--- config.mk ---
export PLATFORM = sky130hd
export DESIGN_NAME = randn_lfg_flat
export DESIGN_NICKNAME = d
export VERILOG_FILES = /design/src/rtl/randn_lfg_pkg.sv /design/src/rtl/randn_lfg_if.sv /design/src/rtl/randn_seed_gen.sv /design/src/rtl/randn_lfg.sv /design/src/flat_wrapper.sv
export SDC_FILE = /design/constraint.sdc
export NUM_CORES = 1
export LEC_CHECK = 0
export CAP_MARGIN = 25
export CELL_PAD_IN_SITES_DETAIL_PLACEMENT = 0
export CELL_PAD_IN_SITES_GLOBAL_PLACEMENT = 1
export CORE_UTILIZATION = 29
export DETAILED_ROUTE_END_ITERATION = 10
export PLACE_DENSITY = 0.58
export SLEW_MARGIN = 20
export SYNTH_ARGS = -nofsm -noshare
export SYNTH_HDL_FRONTEND = slang
export SYNTH_SLANG_ARGS = --single-unit
export TNS_END_PERCENT = 20
--- constraint.sdc ---
create_clock -name clk -period 12.6 [get_ports clk]
set_input_delay 2.52 -clock clk [delete_from_list [all_inputs] [get_ports clk]]
set_output_delay 2.52 -clock clk [all_outputs]
set_load 0.005 [all_outputs]
--- src/rtl/randn_lfg_pkg.sv ---
// Shared types and helpers for the lagged-Fibonacci noise generator.
//   state_e          : controller states INIT (buffer fill), WARM (discard), RUN
//   GOLDEN           : odd 32-bit constant used to spread NUMBER across the seed space
//   xorshift32_step  : one xorshift32 update (13, 17, 5)
//   seed_mix         : per-instance seed scrambling; never returns the xorshift
//                      fixed point 0
package randn_pkg;

    typedef enum logic [1:0] {
        INIT = 2'd0,
        WARM = 2'd1,
        RUN  = 2'd2
    } state_e;

    localparam logic [31:0] GOLDEN = 32'h9E37_79B9;

    function automatic logic [31:0] xorshift32_step(input logic [31:0] x);
        logic [31:0] y;
        y = x ^ (x << 13);
        y = y ^ (y >> 17);
        y = y ^ (y << 5);
        return y;
    endfunction

    function automatic logic [31:0] seed_mix(input logic [31:0] s, input logic [31:0] number);
        logic [31:0] m;
        m = s ^ (number * GOLDEN);
        return (m == '0) ? 32'h0000_0001 : m;
    endfunction

endpackage

--- src/rtl/randn_lfg_if.sv ---
// Control/data bundle of randn_lfg.
//   en, seed_load, seed_in      : requests from the consumer (master)
//   ready                       : generator is in RUN
//   u_out / u_valid             : signed uniform word and its one-cycle strobe
//   g_out / g_valid             : signed NSUM-sample sum and its one-cycle strobe
// GW must equal WIDTH + $clog2(NSUM) of the attached generator.
interface randn_lfg_if #(
    parameter int WIDTH = 8,
    parameter int GW    = 8
);
    logic                    en;
    logic                    seed_load;
    logic [31:0]             seed_in;
    logic                    ready;
    logic signed [WIDTH-1:0] u_out;
    logic                    u_valid;
    logic signed [GW-1:0]    g_out;
    logic                    g_valid;

    modport master (
        output en, seed_load, seed_in,
        input  ready, u_out, u_valid, g_out, g_valid
    );

    modport slave (
        input  en, seed_load, seed_in,
        output ready, u_out, u_valid, g_out, g_valid
    );
endinterface

--- src/rtl/randn_seed_gen.sv ---
// xorshift32 seed source for the LFG buffer fill.
//   clk, reset : clock, synchronous active-high reset (loads RESET_VAL)
//   load       : replace the state with load_val (dominates step)
//   load_val   : already-mixed seed
//   step       : advance one xorshift32 step
//   rnd_o      : low OUT_W bits of the *next* state, i.e. the word produced by
//                the step taken on this edge
module randn_seed_gen
    import randn_pkg::*;
#(
    parameter int          OUT_W     = 8,
    parameter logic [31:0] RESET_VAL = 32'h0000_0001
) (
    input  logic             clk,
    input  logic             reset,
    input  logic             load,
    input  logic [31:0]      load_val,
    input  logic             step,
    output logic [OUT_W-1:0] rnd_o
);
    logic [31:0] x_q, x_d, x_next;

    always_comb begin
        x_next = xorshift32_step(x_q);
        x_d    = x_q;
        if (load) begin
            x_d = load_val;
        end else if (step) begin
            x_d = x_next;
        end
    end

    always_ff @(posedge clk) begin
        if (reset) begin
            x_q <= RESET_VAL;
        end else begin
            x_q <= x_d;
        end
    end

    assign rnd_o = x_next[OUT_W-1:0];
endmodule

--- src/rtl/randn_lfg.sv ---
// Lagged-Fibonacci noise generator: X[n] = X[n-LAG_LONG] -/+ X[n-LAG_SHORT] mod 2^WIDTH,
// self-seeded from xorshift32, with an NSUM-sample accumulator for a CLT Gaussian.
//   clk   : clock
//   reset : synchronous active-high reset (dominates seed_load and en)
//   bus   : randn_lfg_if slave (en, seed_load, seed_in, ready, u_out/u_valid, g_out/g_valid)
module randn_lfg
    import randn_pkg::*;
#(
    parameter int          NUMBER    = 0,
    parameter int          WIDTH     = 8,
    parameter int          LAG_LONG  = 55,
    parameter int          LAG_SHORT = 24,
    parameter int          ADD_MODE  = 0,
    parameter logic [31:0] SEED      = 32'h1234_5678,
    parameter int          WARMUP    = 110,
    parameter int          NSUM      = 1
) (
    input logic       clk,
    input logic       reset,
    randn_lfg_if.slave bus
);
    localparam int GW        = WIDTH + $clog2(NSUM);
    localparam int PW        = (LAG_LONG > 1) ? $clog2(LAG_LONG) : 1;
    localparam int WW        = (WARMUP > 1) ? $clog2(WARMUP) : 1;
    localparam int SW        = (NSUM > 1) ? $clog2(NSUM) : 1;
    localparam int SHORT_OFF = LAG_LONG - LAG_SHORT;
    localparam logic [PW-1:0] LAST_IDX  = PW'(LAG_LONG - 1);
    localparam logic [WW-1:0] WARM_LAST = WW'((WARMUP > 0) ? WARMUP - 1 : 0);
    localparam logic [SW-1:0] SUM_LAST  = SW'(NSUM - 1);

    if (LAG_SHORT < 1 || LAG_SHORT >= LAG_LONG) begin : g_bad_lag
        $fatal(1, "randn_lfg: LAG_SHORT must satisfy 1 <= LAG_SHORT < LAG_LONG");
    end
    if (WIDTH < 2 || WIDTH > 32) begin : g_bad_width
        $fatal(1, "randn_lfg: WIDTH must be in 2..32");
    end
    if (NSUM < 1) begin : g_bad_nsum
        $fatal(1, "randn_lfg: NSUM must be >= 1");
    end

    state_e                  state_q, state_d;
    logic [PW-1:0]           ptr_q, ptr_d, fill_q, fill_d, ptr_inc, short_idx;
    logic [WW-1:0]           warm_q, warm_d;
    logic [SW-1:0]           sum_cnt_q, sum_cnt_d;
    logic signed [GW-1:0]    acc_q, acc_d, g_out_q, g_out_d, acc_sum;
    logic signed [WIDTH-1:0] u_out_q, u_out_d;
    logic                    u_valid_q, u_valid_d, g_valid_q, g_valid_d;

    logic [WIDTH-1:0]        mem_q [LAG_LONG];
    logic                    mem_we;
    logic [PW-1:0]           mem_wa;
    logic [WIDTH-1:0]        mem_wd, step_word, seed_word, seed_rnd;
    logic                    seed_step;

    randn_seed_gen #(
        .OUT_W    (WIDTH),
        .RESET_VAL(seed_mix(SEED, 32'(NUMBER)))
    ) u_seed_gen (
        .clk     (clk),
        .reset   (reset),
        .load    (bus.seed_load),
        .load_val(seed_mix(bus.seed_in, 32'(NUMBER))),
        .step    (seed_step),
        .rnd_o   (seed_rnd)
    );

    // Circular-buffer addressing: ptr is X[n-LAG_LONG], short tap sits LAG_LONG-LAG_SHORT ahead.
    always_comb begin
        ptr_inc = (ptr_q == LAST_IDX) ? '0 : ptr_q + 1'b1;
        if (int'(ptr_q) + SHORT_OFF >= LAG_LONG) begin
            short_idx = PW'(int'(ptr_q) + SHORT_OFF - LAG_LONG);
        end else begin
            short_idx = PW'(int'(ptr_q) + SHORT_OFF);
        end
        step_word = (ADD_MODE != 0) ? mem_q[ptr_q] + mem_q[short_idx]
                                    : mem_q[ptr_q] - mem_q[short_idx];
        seed_word = seed_rnd;
        // An odd word in the fill guarantees the maximal-period orbit.
        if (fill_q == '0) begin
            seed_word[0] = 1'b1;
        end
    end

    // FSM: state register
    always_ff @(posedge clk) begin
        if (reset) begin
            state_q <= INIT;
        end else begin
            state_q <= state_d;
        end
    end

    // FSM: next state
    always_comb begin
        state_d = state_q;
        unique case (state_q)
            INIT:    if (fill_q == LAST_IDX) state_d = (WARMUP == 0) ? RUN : WARM;
            WARM:    if (warm_q == WARM_LAST) state_d = RUN;
            RUN:     state_d = RUN;
            default: state_d = INIT;
        endcase
        if (bus.seed_load) begin
            state_d = INIT;
        end
    end

    // FSM outputs and datapath
    always_comb begin
        ptr_d     = ptr_q;
        fill_d    = fill_q;
        warm_d    = warm_q;
        sum_cnt_d = sum_cnt_q;
        acc_d     = acc_q;
        u_out_d   = u_out_q;
        u_valid_d = 1'b0;
        g_out_d   = g_out_q;
        g_valid_d = 1'b0;
        mem_we    = 1'b0;
        mem_wa    = ptr_q;
        mem_wd    = step_word;
        seed_step = 1'b0;
        acc_sum   = acc_q + GW'(u_out_q);

        unique case (state_q)
            INIT: begin
                seed_step = 1'b1;
                mem_we    = 1'b1;
                mem_wa    = fill_q;
                mem_wd    = seed_word;
                fill_d    = (fill_q == LAST_IDX) ? '0 : fill_q + 1'b1;
            end
            WARM: begin
                mem_we = 1'b1;
                ptr_d  = ptr_inc;
                warm_d = (warm_q == WARM_LAST) ? '0 : warm_q + 1'b1;
            end
            RUN: begin
                if (bus.en) begin
                    mem_we    = 1'b1;
                    ptr_d     = ptr_inc;
                    u_out_d   = step_word;
                    u_valid_d = 1'b1;
                end
            end
            default: ;
        endcase

        // Sum the word that is on u_out this cycle; publish on the NSUM-th one.
        if (u_valid_q) begin
            if (sum_cnt_q == SUM_LAST) begin
                g_out_d   = acc_sum;
                g_valid_d = 1'b1;
                acc_d     = '0;
                sum_cnt_d = '0;
            end else begin
                acc_d     = acc_sum;
                sum_cnt_d = sum_cnt_q + 1'b1;
            end
        end

        // Reseed restarts the fill from slot 0 so the stream replays exactly.
        if (bus.seed_load) begin
            ptr_d     = '0;
            fill_d    = '0;
            warm_d    = '0;
            sum_cnt_d = '0;
            acc_d     = '0;
            u_out_d   = u_out_q;
            g_out_d   = g_out_q;
            u_valid_d = 1'b0;
            g_valid_d = 1'b0;
            mem_we    = 1'b0;
            seed_step = 1'b0;
        end
    end

    always_ff @(posedge clk) begin
        if (reset) begin
            ptr_q     <= '0;
            fill_q    <= '0;
            warm_q    <= '0;
            sum_cnt_q <= '0;
            acc_q     <= '0;
            u_out_q   <= '0;
            u_valid_q <= 1'b0;
            g_out_q   <= '0;
            g_valid_q <= 1'b0;
        end else begin
            ptr_q     <= ptr_d;
            fill_q    <= fill_d;
            warm_q    <= warm_d;
            sum_cnt_q <= sum_cnt_d;
            acc_q     <= acc_d;
            u_out_q   <= u_out_d;
            u_valid_q <= u_valid_d;
            g_out_q   <= g_out_d;
            g_valid_q <= g_valid_d;
        end
    end

    // Register file has no reset: INIT overwrites every slot before it is read.
    always_ff @(posedge clk) begin
        if (mem_we && !reset) begin
            mem_q[mem_wa] <= mem_wd;
        end
    end

    assign bus.ready   = (state_q == RUN);
    assign bus.u_out   = u_out_q;
    assign bus.u_valid = u_valid_q;
    assign bus.g_out   = g_out_q;
    assign bus.g_valid = g_valid_q;
endmodule

--- src/flat_wrapper.sv ---
// flat-port wrapper written by rule: the top's interface ports become plain ports
module randn_lfg_flat import randn_pkg::*;
#(
    parameter int          NUMBER    = 0,
    parameter int          WIDTH     = 8,
    parameter int          LAG_LONG  = 55,
    parameter int          LAG_SHORT = 24,
    parameter int          ADD_MODE  = 0,
    parameter logic [31:0] SEED      = 32'h1234_5678,
    parameter int          WARMUP    = 110,
    parameter int          NSUM      = 1
)
  (clk, reset, bus_en, bus_seed_load, bus_seed_in, bus_ready, bus_u_out, bus_u_valid, bus_g_out, bus_g_valid);
  randn_lfg_if #(.WIDTH(WIDTH), .GW(8)) bus_i ();
  input logic clk;
  input logic reset;
  input wire logic [$bits(bus_i.en)-1:0] bus_en;
  input wire logic [$bits(bus_i.seed_load)-1:0] bus_seed_load;
  input wire logic [$bits(bus_i.seed_in)-1:0] bus_seed_in;
  output wire logic [$bits(bus_i.ready)-1:0] bus_ready;
  output wire logic [$bits(bus_i.u_out)-1:0] bus_u_out;
  output wire logic [$bits(bus_i.u_valid)-1:0] bus_u_valid;
  output wire logic [$bits(bus_i.g_out)-1:0] bus_g_out;
  output wire logic [$bits(bus_i.g_valid)-1:0] bus_g_valid;
  assign bus_i.en = bus_en;
  assign bus_i.seed_load = bus_seed_load;
  assign bus_i.seed_in = bus_seed_in;
  assign bus_ready = bus_i.ready;
  assign bus_u_out = bus_i.u_out;
  assign bus_u_valid = bus_i.u_valid;
  assign bus_g_out = bus_i.g_out;
  assign bus_g_valid = bus_i.g_valid;
  randn_lfg #(.NUMBER(NUMBER), .WIDTH(WIDTH), .LAG_LONG(LAG_LONG), .LAG_SHORT(LAG_SHORT), .ADD_MODE(ADD_MODE), .SEED(SEED), .WARMUP(WARMUP), .NSUM(NSUM)) u_core (.clk(clk), .reset(reset), .bus(bus_i));
endmodule
== Yosys cells after proc, flatten, opt, wreduce, memory -nomap -nowiden ==
Memories as Yosys holds them, arrays and structs flattened. A register that Yosys moved wholly into a read port is not among the register bits.
Index checks and enable logic that the tools add are counted.

* Register bits: 80
* Input port bits: 36
* Memory bits (writable): 440
* Output and inout bits: 19
* Word-level logic and storage cells: 78
* Memories kept: 1

* Equality and inequality tests: 8
* Muxes and demuxes: 27
* $add $sub $neg: 8
* Reduce and logical (&&, ||, !) cells: 15
* Magnitude comparators: 1
* Bitwise gates (word level): 7

{| class="wikitable"
|+ Memories
! name !! words !! width !! read ports !! clocked after memory_dff !! write ports !! RTL line !! source
|-
| u_core.mem_q || 55 || 8 || 2 || 1 || 1 || randn_lfg.sv:49 || <nowiki>logic [WIDTH-1:0] mem_q [LAG_LONG];</nowiki>
|}

{| class="wikitable"
|+ Operators with widths
! cell !! number
|-
| $mux 32 || 3
|-
| $xor 32x32->32 || 2
|-
| $mux 6 || 7
|-
| $logic_not 32->1 || 1
|-
| $xor 32x15->32 || 1
|-
| $mux 8 || 2
|-
| $add 6x1->6 const B || 2
|-
| $eq 6x6->1 const B || 2
|-
| $pmux 6 s2 || 1
|-
| $mux 1 || 9
|-
| $add 8x8->8 || 1
|-
| $sub 8x8->8 || 1
|-
| $add 6x5->7 const B || 1
|-
| $add 7x1->7 const B || 1
|-
| $eq 7x7->1 const B || 1
|-
| $ge 7x6->1 const B || 1
|-
| $mux 7 || 1
|-
| $logic_not 6->1 || 1
|-
| $pmux 2 s3 || 1
|-
| $reduce_and 3->1 || 2
|-
| $reduce_or 3->1 || 2
|-
| $sub 6x5->6 const B || 1
|-
| $mux 2 || 2
|-
| $ne 2x1->1 const B || 2
|-
| other kinds (12) || 18
|}

== Logic depth before layout (Yosys ltp) ==
Gate-level depths: netlist of run 1.

* Depth after elaboration: 7
* Mapped depth: 30
* Gate-level depth less buffers: 25

== Cells and area by module ==
A second synthesis of run 1 with hierarchy kept.

* Cell total of the unflattened synthesis: 1779
* Area, all modules: 26756.9 µm²

{| class="wikitable"
|+ By module, submodules not included
! module !! cells an instance !! instances !! seq. area each (µm²) !! area each (µm²)
|-
| randn_lfg || 1529 || 1 || 14113.5 || 24312.1
|-
| randn_seed_gen || 250 || 1 || 640.6 || 2444.8
|}

== Worst setup path before layout of run 1 ==
OpenSTA, ideal clock, no wires.

* Path type: reg2reg
* From: register u_core.ptr_q[0]
* To: memory u_core.mem_q[0][5], data pin
* Path buffers: 5
* Stages on the path, launching flop included: 25
* Data required time: 11.968 ns
* Clock period less this slack: 7.870 ns
* Slack: 4.730 ns
* Setup time: 0.632 ns
* Arrival: 7.238 ns
* Cell sequence: dfxtp_1 buf_6 inv_2 buf_1 ha_1 buf_4 nor2b_1 o21ai_1 nand3_1 a21oi_4 xnor2_1 buf_4 buf_2 mux4_2 mux2i_1 mux2i_1 a211oi_1 a21o_1 ha_1 a21o_1 a21o_1 a21o_1 a21o_1 xnor2_1 o21ai_0

* Longest elaborated chain between the ends: 6
* Elaborated cells on any way between the ends: 7
* Those cells by class: add/sub (3); order compare (1); mux (2); memory (1)

{| class="wikitable"
|+ RTL lines
! element !! RTL line !! source
|-
| from (decl) || randn_lfg.sv:42 || <nowiki>logic [PW-1:0] ptr_q, ptr_d, fill_q, fill_d, ptr_inc, short_idx;</nowiki>
|-
| from (signal assigned) || randn_lfg.sv:189 || <nowiki>ptr_q <= ptr_d;</nowiki>
|-
| $add 6x5->7 (*) || randn_lfg.sv:70 || <nowiki>if (int'(ptr_q) + SHORT_OFF >= LAG_LONG) begin</nowiki>
|-
| $sub 6x5->6 / $ge 7x6->1 (equally long branches) || randn_lfg.sv:71, randn_lfg.sv:70 ||
|-
| $mux 6 (*) || randn_lfg.sv:70 ||
|-
| $mem_v2 55x8 (*) || - ||
|-
| $sub 8x8->8 (*) || randn_lfg.sv:76 || <nowiki>: mem_q[ptr_q] - mem_q[short_idx];</nowiki>
|-
| $mux 8 (*) || randn_lfg.sv:124 || <nowiki>unique case (state_q)</nowiki>
|-
| net u_core.mem_wd[5] || randn_lfg.sv:52 || <nowiki>logic [WIDTH-1:0] mem_wd, step_word, seed_word, seed_rnd;</nowiki>
|-
| to (decl) || randn_lfg.sv:49 ||
|}

The timed path passes the listed nets; every way through them passes the cells marked *.

== Worst setup path in the final report of run 1 ==
* From: register u_core.ptr_q[0]
* To: memory u_core.mem_q[28][7], data pin

The elaborated chain is that of the path after synthesis.

==> reports/qor.csv, run 1 <==
stage;metric;value;unit
setup_path;CP Buf/Inv Count;4;
sta;Hold Violations, Final;0;
pwr;Pwr Total;5.68;mW
setup_path;critical path arrival;9360;ps
clocking;Clock Pin Slew Worst Setup and Hold Paths;50;ps
pwr;P_leak;9.50;nW
global_routing;Global Route Usage Sum;16.9;%
global_routing;vias in the first global route;16200;
detailed_routing;vias per cell;5.33;
run;MaxCap Viol Count;0;
clocking;clk buf depth;3;
sta;Final WS setup;3670;ps
die;I/O pin cnt;55;
hold_path;HP Class;flop to flop;
die;die footprint;91700;um^2
synthesis;Synth warnings;0;
pwr;switching part of the total;31.9;%
clocking;TritonCTS clock tree;done;
place;Final HPWL DP;50.1;mm
synthesis;top_reg_cell synth;edfxtp_1;
synthesis;Synth cell types;67;
detailed_routing;Routed wire per std cell;25.5;um
synthesis;number of synthesized flops with an enable pin;440;
clocking;cts-stage hold buffer count;0;
pwr;clock share of power;27.3;%
setup_path;family with the most delay on the worst path;compound AO/OA/AOI/OAI gates;
detailed_routing;DRC errors left;0;
setup_path;startpoint types;flop;
detailed_routing;initial drt markers;1522;
detailed_routing;DRT antenna net count;0;
sta;RSZ-0062 raised after global routing;no;
detailed_routing;DR pass1 iterations;5;
sta;Post-Route Skew;86.1;ps
layout;Storage cell area;14800;um^2
detailed_routing;vias;16100;
pwr;Combinational Power Share;26.1;%
setup_path;CP dominant cell by count;a21o_1;
place;GP Congestion;0.834;
clocking;root buffer cell;clkbuf_16;
status;outcome;complete, no violations;
pwr;cell-internal power;3.87;mW
layout;area grow syn2layout;14.8;%
setup_path;crit path max fanout;93;
sta;Slew Limit Fails;0;
die;Die Span Y;303;um
die;DIE WIDTH;303;um
synthesis;sequential-to-total area share from yosys stat;56.2;%
layout;most common cell after layout, fill and taps aside;edfxtp_1;
layout;# fillers;8510;
setup_path;Reg-to-Reg Start;u_core.ptr_q[0]$_SDFFE_PP0P_;
synthesis;Synth area leaders;edfxtp_1 (50%), mux4_2 (20%), dfxtp_1 (5.9%), mux2i_1 (4.2%), nor2_1 (2.7%);
layout;area of the multi-input gates;11000;um^2
setup_path;WP data required;13030;ps
clocking;# H-tree levels;2;
die;CORE AREA;89100;um^2
setup_path;flop-to-flop setup slack;3670;ps
setup_path;FF-to-FF path depth;25;
synthesis;Avg Synthesized Cell Area;15.1;um^2
sta;Slew @ Worst Pin;1050;ps
clocking;postcts setup bufs;0;
sta;Rel. slew slack;29.7;%
layout;fraction of layout cells with a size suffix above 1;22.9;%
pwr;share of power burned in registers;46.6;%
global_routing;remaining global-route overflow;0;
pwr;Pwr Density;189;nW/um^2
sta;fmax;112;MHz
die;Initial Util;29.5;%
setup_path;CP Capture Type;flop;
synthesis;asr flop ratio synth;0;%
setup_path;Setup CP Type;flop to flop;
synthesis;cell count after synthesis;1742;
sta;Tcrit/Tclk final;70.8;%
synthesis;synthesized cell area;26300;um^2
clocking;insertion delay to the later sink of the worst-skew pair;670;ps
layout;ANT cells;0;
hold_path;hold path startpoint;u_core.bus.u_valid$_SDFF_PP0_;
synthesis;most area-hungry cell type in the Yosys netlist;edfxtp_1;
global_routing;global-route wire length before repair;113;mm
setup_path;slowest cell on the critical path;ha_1;
sta;Setup-failing EPs final;0;
die;Rows;109;
pwr;Worst VDD drop;0.000230;V
global_routing;initial antenna violation count;1;
global_routing;largest net degree at the start of global routing;94;
hold_path;Worst Hold Path EP;u_core.bus.g_valid$_SDFF_PP0_;
setup_path;R2R Path End;u_core.mem_q[28][7]$_DFFE_PP_;
synthesis;Net Count, Synth;1803;
layout;most frequent cells in the layout;edfxtp_1 (440), mux4_2 (232), nor2_1 (183);
sta;fin crit period;8930;ps
clocking;Sink Count;517;
clocking;Num CTS Buffers;56;
detailed_routing;final WL;77.1;mm
setup_path;Crit path largest cell delay;870;ps
synthesis;share of the synthesized area in the top cell type;50.3;%
layout;nets;1869;
place;dpl ws;3390;ps
sta;setup TNS;0;ps
place;PortBufs;54;
pwr;NetSw;1.81;mW
hold_path;hold path cells;2;
clocking;PostCTS Resize Cnt;0;
synthesis;Yosys reg bits;517;
tightest hold or removal path, stage by stage, from the launching register on:
cell     delay (ps)
dfxtp_1         310
inv_1            70
nor2_1           40
layout make-up:
class	instances	share of cell area, %
inverter	22	0.274
multi-input combinational	1090	36.7
tap	1165	4.84
clock inverter	33	0.818
sequential	517	49.0
timing repair buffer	121	3.56
clock buffer	69	4.88
power groups by stage:
stage	combinational, mW	sequential, mW	clock, mW
after floorplan	0.880	2.75	0
after global placement	1.40	2.69	0
after detailed placement	1.46	2.69	0
after CTS	1.46	2.66	1.59
after global routing	1.64	2.66	1.65
final	1.48	2.65	1.55
per-layer routing:
layer  vias up  routed length [um]  global-route usage [%]  share of wire, %
met5         -                   0                       0                 0
met4         0                1740                    4.33               2.3
met3        92                4250                    2.33               5.5
met2       516               36200                    27.2                47
met1      8459               34900                    23.9                45
li1       7015                   -                       -                 -
per-stage QoR:
step | hold WS, ps | cell area [um^2] | instances | utilization [%]
2_1_floorplan | 447 | 26300 | 1742 | -
3_3_place_gp | 478 | 28300 | 2901 | 31.8
3_5_place_dp | 477 | 28300 | 2908 | 31.8
4_1_cts | 488 | 30100 | 3010 | 33.8
5_1_grt | 511 | 30100 | 3017 | 33.8
6_report | 479 | 30100 | 3017 | 33.8
registers in the layout, indices dropped and copies added (netlist names), named ones only:
signal and flops:
u_core.bus.g_valid 1, u_core.u_seed_gen.x_q 32, u_core.bus.u_valid 1, u_core.warm_q 7, u_core.fill_q 6, u_core.bus.u_out 8
u_core.state_q 2, u_core.mem_q 440, u_core.bus.g_out 8, u_core.ptr_q 6
cells in the mapped netlist (15+ instances only):
| master | n |
|---|---|
| edfxtp_1 | 440 |
| mux4_2 | 232 |
| nor2_1 | 187 |
| mux2i_1 | 111 |
| nand2_1 | 109 |
| dfxtp_1 | 77 |
| xor2_1 | 61 |
| clkbuf_1 | 60 |
| a21oi_1 | 56 |
| xnor2_1 | 55 |
| buf_2 | 30 |
| o21ai_0 | 25 |
| ha_1 | 24 |
| inv_1 | 21 |
| nand3_1 | 18 |
| buf_1 | 15 |
| mux2_2 | 15 |
logic make-up (layout without fill, tap and decap cells):
logic type      Yosys count  count (layout)  synth area share (%)
compound gates          200             200                  5.15
fa+ha+maj                25              25                  1.22
simple gates            389             389                  6.43
buf+inv                 135             245                  2.26
flops                   517             517                  56.2
xor+xnor                117             117                  3.93
mux                     359             359                  24.8
worst max-delay path by stage:
stage	start	endpoint	slack (ps)	depth (start not counted)
finish	u_core.ptr_q[0]$_SDFFE_PP0P_	u_core.mem_q[28][7]$_DFFE_PP_	3670	25
global route	u_core.ptr_q[0]$_SDFFE_PP0P_	u_core.mem_q[29][7]$_DFFE_PP_	3160	25
CTS	u_core.ptr_q[0]$_SDFFE_PP0P_	u_core.mem_q[29][7]$_DFFE_PP_	3360	24
detailed placement	u_core.ptr_q[0]$_SDFFE_PP0P_	u_core.mem_q[29][7]$_DFFE_PP_	3390	24
global placement	u_core.ptr_q[0]$_SDFFE_PP0P_	u_core.mem_q[28][7]$_DFFE_PP_	3660	24
floorplan	u_core.ptr_q[0]$_SDFFE_PP0P_	u_core.mem_q[0][5]$_DFFE_PP_	4730	24
Note: power is estimated with default switching activity, not from simulation.
==> run 2: changes to the inputs <==
--- a/config.mk
+++ b/config.mk
@@ -10,7 +10,7 @@
 export CELL_PAD_IN_SITES_GLOBAL_PLACEMENT = 1
 export CORE_UTILIZATION = 29
 export DETAILED_ROUTE_END_ITERATION = 10
-export PLACE_DENSITY = 0.58
+export PLACE_DENSITY = 0.59
 export SLEW_MARGIN = 20
 export SYNTH_ARGS = -nofsm -noshare
 export SYNTH_HDL_FRONTEND = slang
==> constraint.sdc (replaced) <==
create_clock -name clk -period 7.58 [get_ports clk]
set_input_delay 1.516 -clock clk [delete_from_list [all_inputs] [get_ports clk]]
set_output_delay 1.516 -clock clk [all_outputs]
set_load 0.005 [all_outputs]
==> run 2 against run 1 <==
Against the previous run: via count increased by 0.28%; global-route usage grew 0.055 points; critical path depth is 2 higher; die area is the same; largest cell class unchanged; highest routed layer unchanged.
==> reports/qor.csv, run 2 (synthesis results as in run 1) <==
stage;metric;value;unit
setup_path;CP Buf/Inv Count;6;
clocking;PostCTS Resize Cnt;0;
run;MaxCap Viol Count;0;
layout;Storage cell area;14800;um^2
clocking;cts-stage hold buffer count;0;
pwr;Worst VDD drop;0.000369;V
setup_path;critical path arrival;7440;ps
die;die footprint;91700;um^2
sta;Slew Limit Fails;0;
hold_path;HP Class;flop to flop;
layout;nets;1887;
detailed_routing;final WL;77.4;mm
sta;Final WS setup;592;ps
layout;most common cell after layout, fill and taps aside;edfxtp_1;
status;outcome;complete, no violations;
hold_path;hold path cells;2;
die;I/O pin cnt;55;
detailed_routing;vias;16100;
pwr;P_leak;9.74;nW
setup_path;R2R Path End;u_core.mem_q[25][7]$_DFFE_PP_;
layout;max reg flops;440;
detailed_routing;DR pass1 iterations;5;
sta;Tcrit/Tclk final;92.2;%
setup_path;Crit path largest cell delay;580;ps
setup_path;FF-to-FF path depth;27;
global_routing;global-route wire length before repair;114;mm
global_routing;vias in the first global route;16300;
setup_path;slowest cell on the critical path;dfxtp_1;
layout;ANT cells;0;
detailed_routing;initial drt markers;1454;
place;GP Congestion;0.856;
sta;Post-Route Skew;72.7;ps
setup_path;CP dominant cell by count;a21o_1;
setup_path;CP Capture Type;flop;
sta;Slew @ Worst Pin;1030;ps
setup_path;Reg-to-Reg Start;u_core.ptr_q[1]$_SDFFE_PP0P_;
place;DP Area;28600;um^2
die;Die Span Y;303;um
sta;fmax;143;MHz
setup_path;Setup CP Type;flop to flop;
die;DIE WIDTH;303;um
setup_path;family with the most delay on the worst path;compound AO/OA/AOI/OAI gates;
clocking;Num CTS Buffers;56;
detailed_routing;DRC errors left;0;
clocking;# H-tree levels;2;
layout;Most flops, register;u_core.mem_q;
clocking;Sink Count;517;
clocking;TritonCTS clock tree;done;
sta;RSZ-0062 raised after global routing;no;
place;dpl ws;672;ps
sta;Rel. slew slack;31.1;%
global_routing;largest net degree at the start of global routing;69;
sta;Setup-failing EPs final;0;
die;Rows;109;
die;CORE AREA;89100;um^2
die;Initial Util;29.5;%
clocking;clk buf depth;3;
layout;fraction of layout cells with a size suffix above 1;24.7;%
hold_path;Worst Hold Path EP;u_core.bus.g_out[7]$_SDFFE_PP0P_;
hold_path;hold path startpoint;u_core.bus.g_out[7]$_SDFFE_PP0P_;
clocking;postcts setup bufs;0;
layout;area of the multi-input gates;11100;um^2
layout;design area;30700;um^2
detailed_routing;Routed wire per std cell;25.5;um
pwr;Pwr Density;321;nW/um^2
global_routing;remaining global-route overflow;0;
layout;# fillers;8498;
layout;area grow syn2layout;16.8;%
pwr;Pwr Total;9.85;mW
place;PortBufs;54;
detailed_routing;DRT antenna net count;0;
clocking;root buffer cell;clkbuf_16;
setup_path;startpoint types;flop;
sta;fin crit period;6990;ps
place;Final HPWL DP;52.9;mm
sta;Hold Violations, Final;0;
setup_path;crit path max fanout;61;
layout;top flop regs;u_core.mem_q: 440 flops, u_core.u_seed_gen.x_q: 32 flops;
global_routing;initial antenna violation count;0;
clocking;insertion delay to the later sink of the worst-skew pair;670;ps
setup_path;WP data required;8030;ps
setup_path;flop-to-flop setup slack;590;ps
global_routing;Global Route Usage Sum;16.9;%
sta;setup TNS;0;ps
clocking;Clock Pin Slew Worst Setup and Hold Paths;60;ps
detailed_routing;vias per cell;5.31;
sta;Hold Slack;500;ps
layout;most frequent cells in the layout;edfxtp_1 (440), mux4_2 (232), nor2_1 (171);
[run 2: cell count changes in the layout (fill, tap and decap cells not counted), sizes merged]
| cell | before | now |
|---|---|---|
| buf | 69 | 87 |
| bufinv | 0 | 10 |
| clkinv | 30 | 23 |
| clkbuf | 69 | 65 |
| clkinvlp | 2 | 4 |
| inv | 23 | 24 |
[run 2: per-stage QoR]
stage,utilization [%],std cells
3_3_place_gp,31.9,2910
2_1_floorplan,-,1742
3_5_place_dp,32.2,2927
4_1_cts,34.4,3031
6_report,34.4,3037
5_1_grt,34.4,3037
[run 2: area by class of cell]
class | count | area share, %
Clock buffer | 65 | 4.75
Clock inverter | 39 | 1.72
Inverter | 22 | 0.269
Multi-Input combinational cell | 1090 | 36.1
Sequential cell | 517 | 48.1
Tap cell | 1165 | 4.75
Timing Repair Buffer | 139 | 4.27
[run 2: power by group]
part / total, mW / internal, mW / switching, mW
Clock: 2.95 / 1.73 / 1.22
Combinational: 2.50 / 0.748 / 1.75
Sequential: 4.41 / 4.30 / 0.107
[run 2: tightest hold or removal path: stages (launching register included)]
cell and delay [ps]:
dfxtp_1 330, mux2i_1 70, nor2_1 70
[run 2: metal layers]
layer,GRT usage (%),vias to the layer above,part of all wire (%)
met5,0,-,0
met4,3.49,0,1.7
met3,2.66,92,6.0
met2,27.3,502,47
met1,24.0,8490,45
li1,-,7043,-
[run 2: worst max path at each step]
stage / start / end / slack (ps) / cells past startpoint
global route: u_core.ptr_q[1]$_SDFFE_PP0P_ / u_core.mem_q[24][7]$_DFFE_PP_ / 80 / 25
CTS: u_core.ptr_q[1]$_SDFFE_PP0P_ / u_core.mem_q[27][7]$_DFFE_PP_ / 610 / 27
detailed placement: u_core.ptr_q[1]$_SDFFE_PP0P_ / u_core.mem_q[27][7]$_DFFE_PP_ / 670 / 27
global placement: u_core.ptr_q[1]$_SDFFE_PP0P_ / u_core.mem_q[25][7]$_DFFE_PP_ / 380 / 26
finish: u_core.ptr_q[1]$_SDFFE_PP0P_ / u_core.mem_q[25][7]$_DFFE_PP_ / 590 / 27
floorplan: u_core.ptr_q[0]$_SDFFE_PP0P_ / u_core.mem_q[0][6]$_DFFE_PP_ / -170 / 26
==> run 3: changes to the inputs <==
--- a/config.mk
+++ b/config.mk
@@ -8,8 +8,10 @@
 export CAP_MARGIN = 25
 export CELL_PAD_IN_SITES_DETAIL_PLACEMENT = 0
 export CELL_PAD_IN_SITES_GLOBAL_PLACEMENT = 1
+export CORE_MARGIN = 2
 export CORE_UTILIZATION = 29
 export DETAILED_ROUTE_END_ITERATION = 10
+export GPL_ROUTABILITY_DRIVEN = 0
 export PLACE_DENSITY = 0.59
 export SLEW_MARGIN = 20
 export SYNTH_ARGS = -nofsm -noshare
==> run 3 against run 2 <==
Against the previous run: clock skew is 4.1 ps lower; flip-flop and latch count stayed put; global-route usage shrank 0.45 points; largest cell class unchanged.
==> reports/qor.csv, run 3 (synthesis results as in run 1) <==
stage;metric;value;unit
layout;fraction of layout cells with a size suffix above 1;24.3;%
global_routing;vias in the first global route;16400;
global_routing;largest net degree at the start of global routing;68;
setup_path;startpoint types;flop;
setup_path;slowest cell on the critical path;dfxtp_1;
layout;Non-Filler Instances;3058;
sta;Post-Route Skew;68.6;ps
die;Rows;110;
setup_path;critical path arrival;7340;ps
sta;Hold Violations, Final;0;
detailed_routing;DRT antenna net count;0;
place;Placed Cells;2945;
run;MaxCap Viol Count;0;
hold_path;HP Class;flop to flop;
clocking;Num CTS Buffers;57;
die;I/O pin cnt;55;
setup_path;R2R Path End;u_core.mem_q[31][7]$_DFFE_PP_;
status;outcome;complete, no violations;
clocking;clk buf depth;3;
pwr;Pwr Density;315;nW/um^2
detailed_routing;Routed wire per std cell;25.3;um
layout;max reg flops;440;
pwr;Combinational Power Share;26.0;%
setup_path;CP cell instances;inv_1 > ha_1 > o31a_1 > or3_4 > and3_4 > a21oi_4 > xnor2_2 > buf_12 > mux4_2 > mux2i_1 > mux2i_1 > a211oi_1 > a21o_1 > ha_1 > a21o_1 > a21o_1 > a21o_1 > a21o_1 > a21o_1 > a21oi_1 > xnor2_1 > xnor2_1 > o21ai_4 > buf_16;
setup_path;crit path max fanout;47;
global_routing;Global Route Usage Sum;16.5;%
hold_path;Worst Hold Path EP;u_core.bus.g_valid$_SDFF_PP0_;
setup_path;WP data required;8020;ps
hold_path;hold path startpoint;u_core.bus.u_valid$_SDFF_PP0_;
sta;Tcrit/Tclk final;91.0;%
global_routing;initial antenna violation count;0;
clocking;PostCTS Resize Cnt;0;
global_routing;remaining global-route overflow;0;
die;DIE WIDTH;305;um
place;Final HPWL DP;52.6;mm
layout;Most flops, register;u_core.mem_q;
sta;RSZ-0062 raised after global routing;no;
layout;top flop regs;u_core.mem_q: 440 flops, u_core.u_seed_gen.x_q: 32 flops;
die;Die Span Y;305;um
pwr;share of power burned in registers;45.7;%
clocking;# H-tree levels;2;
detailed_routing;DRC errors left;0;
place;PortBufs;54;
sta;fmax;145;MHz
clocking;TritonCTS clock tree;done;
clocking;insertion delay to the later sink of the worst-skew pair;650;ps
pwr;switching part of the total;31.4;%
setup_path;CP Buf/Inv Count;3;
sta;Setup-failing EPs final;0;
clocking;cts-stage hold buffer count;0;
clocking;postcts setup bufs;0;
clocking;Sink Count;517;
pwr;clock share of power;28.4;%
place;dpl ws;399;ps
global_routing;global-route wire length before repair;114;mm
die;CORE AREA;89900;um^2
pwr;cell-internal power;6.62;mW
layout;Core Util, Final;34.0;%
sta;fin crit period;6900;ps
hold_path;hold path cells;2;
setup_path;Reg-to-Reg Start;u_core.ptr_q[3]$_SDFFE_PP0P_;
detailed_routing;vias per cell;5.27;
setup_path;CP Capture Type;flop;
detailed_routing;final WL;77.2;mm
sta;Rel. slew slack;31.1;%
die;die footprint;93000;um^2
detailed_routing;initial drt markers;1453;
layout;ANT cells;0;
setup_path;FF-to-FF path depth;24;
detailed_routing;vias;16100;
layout;most common cell after layout, fill and taps aside;edfxtp_1;
clocking;Clock Pin Slew Worst Setup and Hold Paths;60;ps
sta;Slew @ Worst Pin;1030;ps
setup_path;Crit path largest cell delay;580;ps
layout;nets;1897;
sta;Final WS setup;680;ps
die;Initial Util;29.2;%
detailed_routing;DR pass1 iterations;6;
clocking;root buffer cell;clkbuf_16;
layout;area grow syn2layout;16.4;%
sta;Hold Slack;481;ps
pwr;NetSw;3.02;mW
layout;most frequent cells in the layout;edfxtp_1 (440), mux4_2 (232), nor2_1 (181);
pwr;P_leak;9.72;nW
setup_path;Setup CP Type;flop to flop;
setup_path;CP dominant cell by count;a21o_1;
setup_path;family with the most delay on the worst path;compound AO/OA/AOI/OAI gates;
setup_path;flop-to-flop setup slack;680;ps
pwr;Worst VDD drop;0.000301;V
sta;Slew Limit Fails;0;
## run 3: cell types whose count changed in the layout (fill, tap and decap cells not counted), moves of 2 or more
cell       before  now
nor2_1        171  181
bufinv_16      10    4
buf_4          69   83
buf_6           7    3
inv_16          0    2
clkbuf_8        0    3
clkbuf_1        8   12
nor2_2         16    6
clkinv_16       3    1
## run 3: worst reg2reg max path, cell delays in order (launching register included)
cell and delay (ps):
dfxtp_1 580, inv_1 260, ha_1 260, o31a_1 110, or3_4 350, and3_4 260, a21oi_4 330, xnor2_2 200
buf_12 370, mux4_2 640, mux2i_1 170, mux2i_1 100, a211oi_1 310, a21o_1 160, ha_1 230, a21o_1 190
a21o_1 210, a21o_1 190, a21o_1 200, a21o_1 190, a21oi_1 250, xnor2_1 240, xnor2_1 160, o21ai_4 510
buf_16 250
## run 3: worst max-delay path by stage
stage	from	endpoint	slack, ps	cells past startpoint
CTS	u_core.ptr_q[3]$_SDFFE_PP0P_	u_core.mem_q[31][7]$_DFFE_PP_	330	23
finish	u_core.ptr_q[3]$_SDFFE_PP0P_	u_core.mem_q[31][7]$_DFFE_PP_	680	24
global placement	u_core.ptr_q[3]$_SDFFE_PP0P_	u_core.mem_q[27][7]$_DFFE_PP_	500	23
detailed placement	u_core.ptr_q[3]$_SDFFE_PP0P_	u_core.mem_q[27][7]$_DFFE_PP_	400	23
floorplan	u_core.ptr_q[0]$_SDFFE_PP0P_	u_core.mem_q[0][6]$_DFFE_PP_	-170	26
global route	u_core.ptr_q[3]$_SDFFE_PP0P_	u_core.mem_q[27][7]$_DFFE_PP_	200	24
## run 3: power groups by stage
stage          registers, mW  logic, mW  clock network, mW
5_1_grt                 4.42       2.79               2.91
6_report                4.40       2.50               2.73
3_5_place_dp            4.47       2.46                  0
3_3_place_gp            4.47       2.34                  0
2_1_floorplan           4.55       1.46                  0
4_1_cts                 4.41       2.47               2.81
## run 3: metal layers
layer  up-vias  routed length (um)  part of all wire [%]  GRT usage (%)
li1       7076                   -                     -              -
met1      8436               34800                    45           23.3
met2       521               36800                    48           27.1
met3        96                4050                   5.2           2.09
met4         0                1530                   2.0           3.71
met5         -                   0                     0              0
## run 3: cell type report
type | instances | area (um^2)
Timing Repair Buffer | 148 | 1360
Multi-Input combinational cell | 1090 | 11100
Tap cell | 1176 | 1470
Clock buffer | 72 | 1510
Sequential cell | 517 | 14800
Inverter | 22 | 82.6
Fill cell | 8643 | 59300
Clock inverter | 33 | 323
## run 3: stage by stage
| stage | cell area, um^2 | setup TNS, ps | total power, mW |
|---|---|---|---|
| floorplan | 26300 | -9410 | 6.01 |
| global placement | 28400 | 0 | 6.82 |
| CTS | 30500 | 0 | 9.69 |
| global route | 30600 | 0 | 10.1 |
| detailed placement | 28600 | 0 | 6.94 |
| finish | 30600 | 0 | 9.64 |
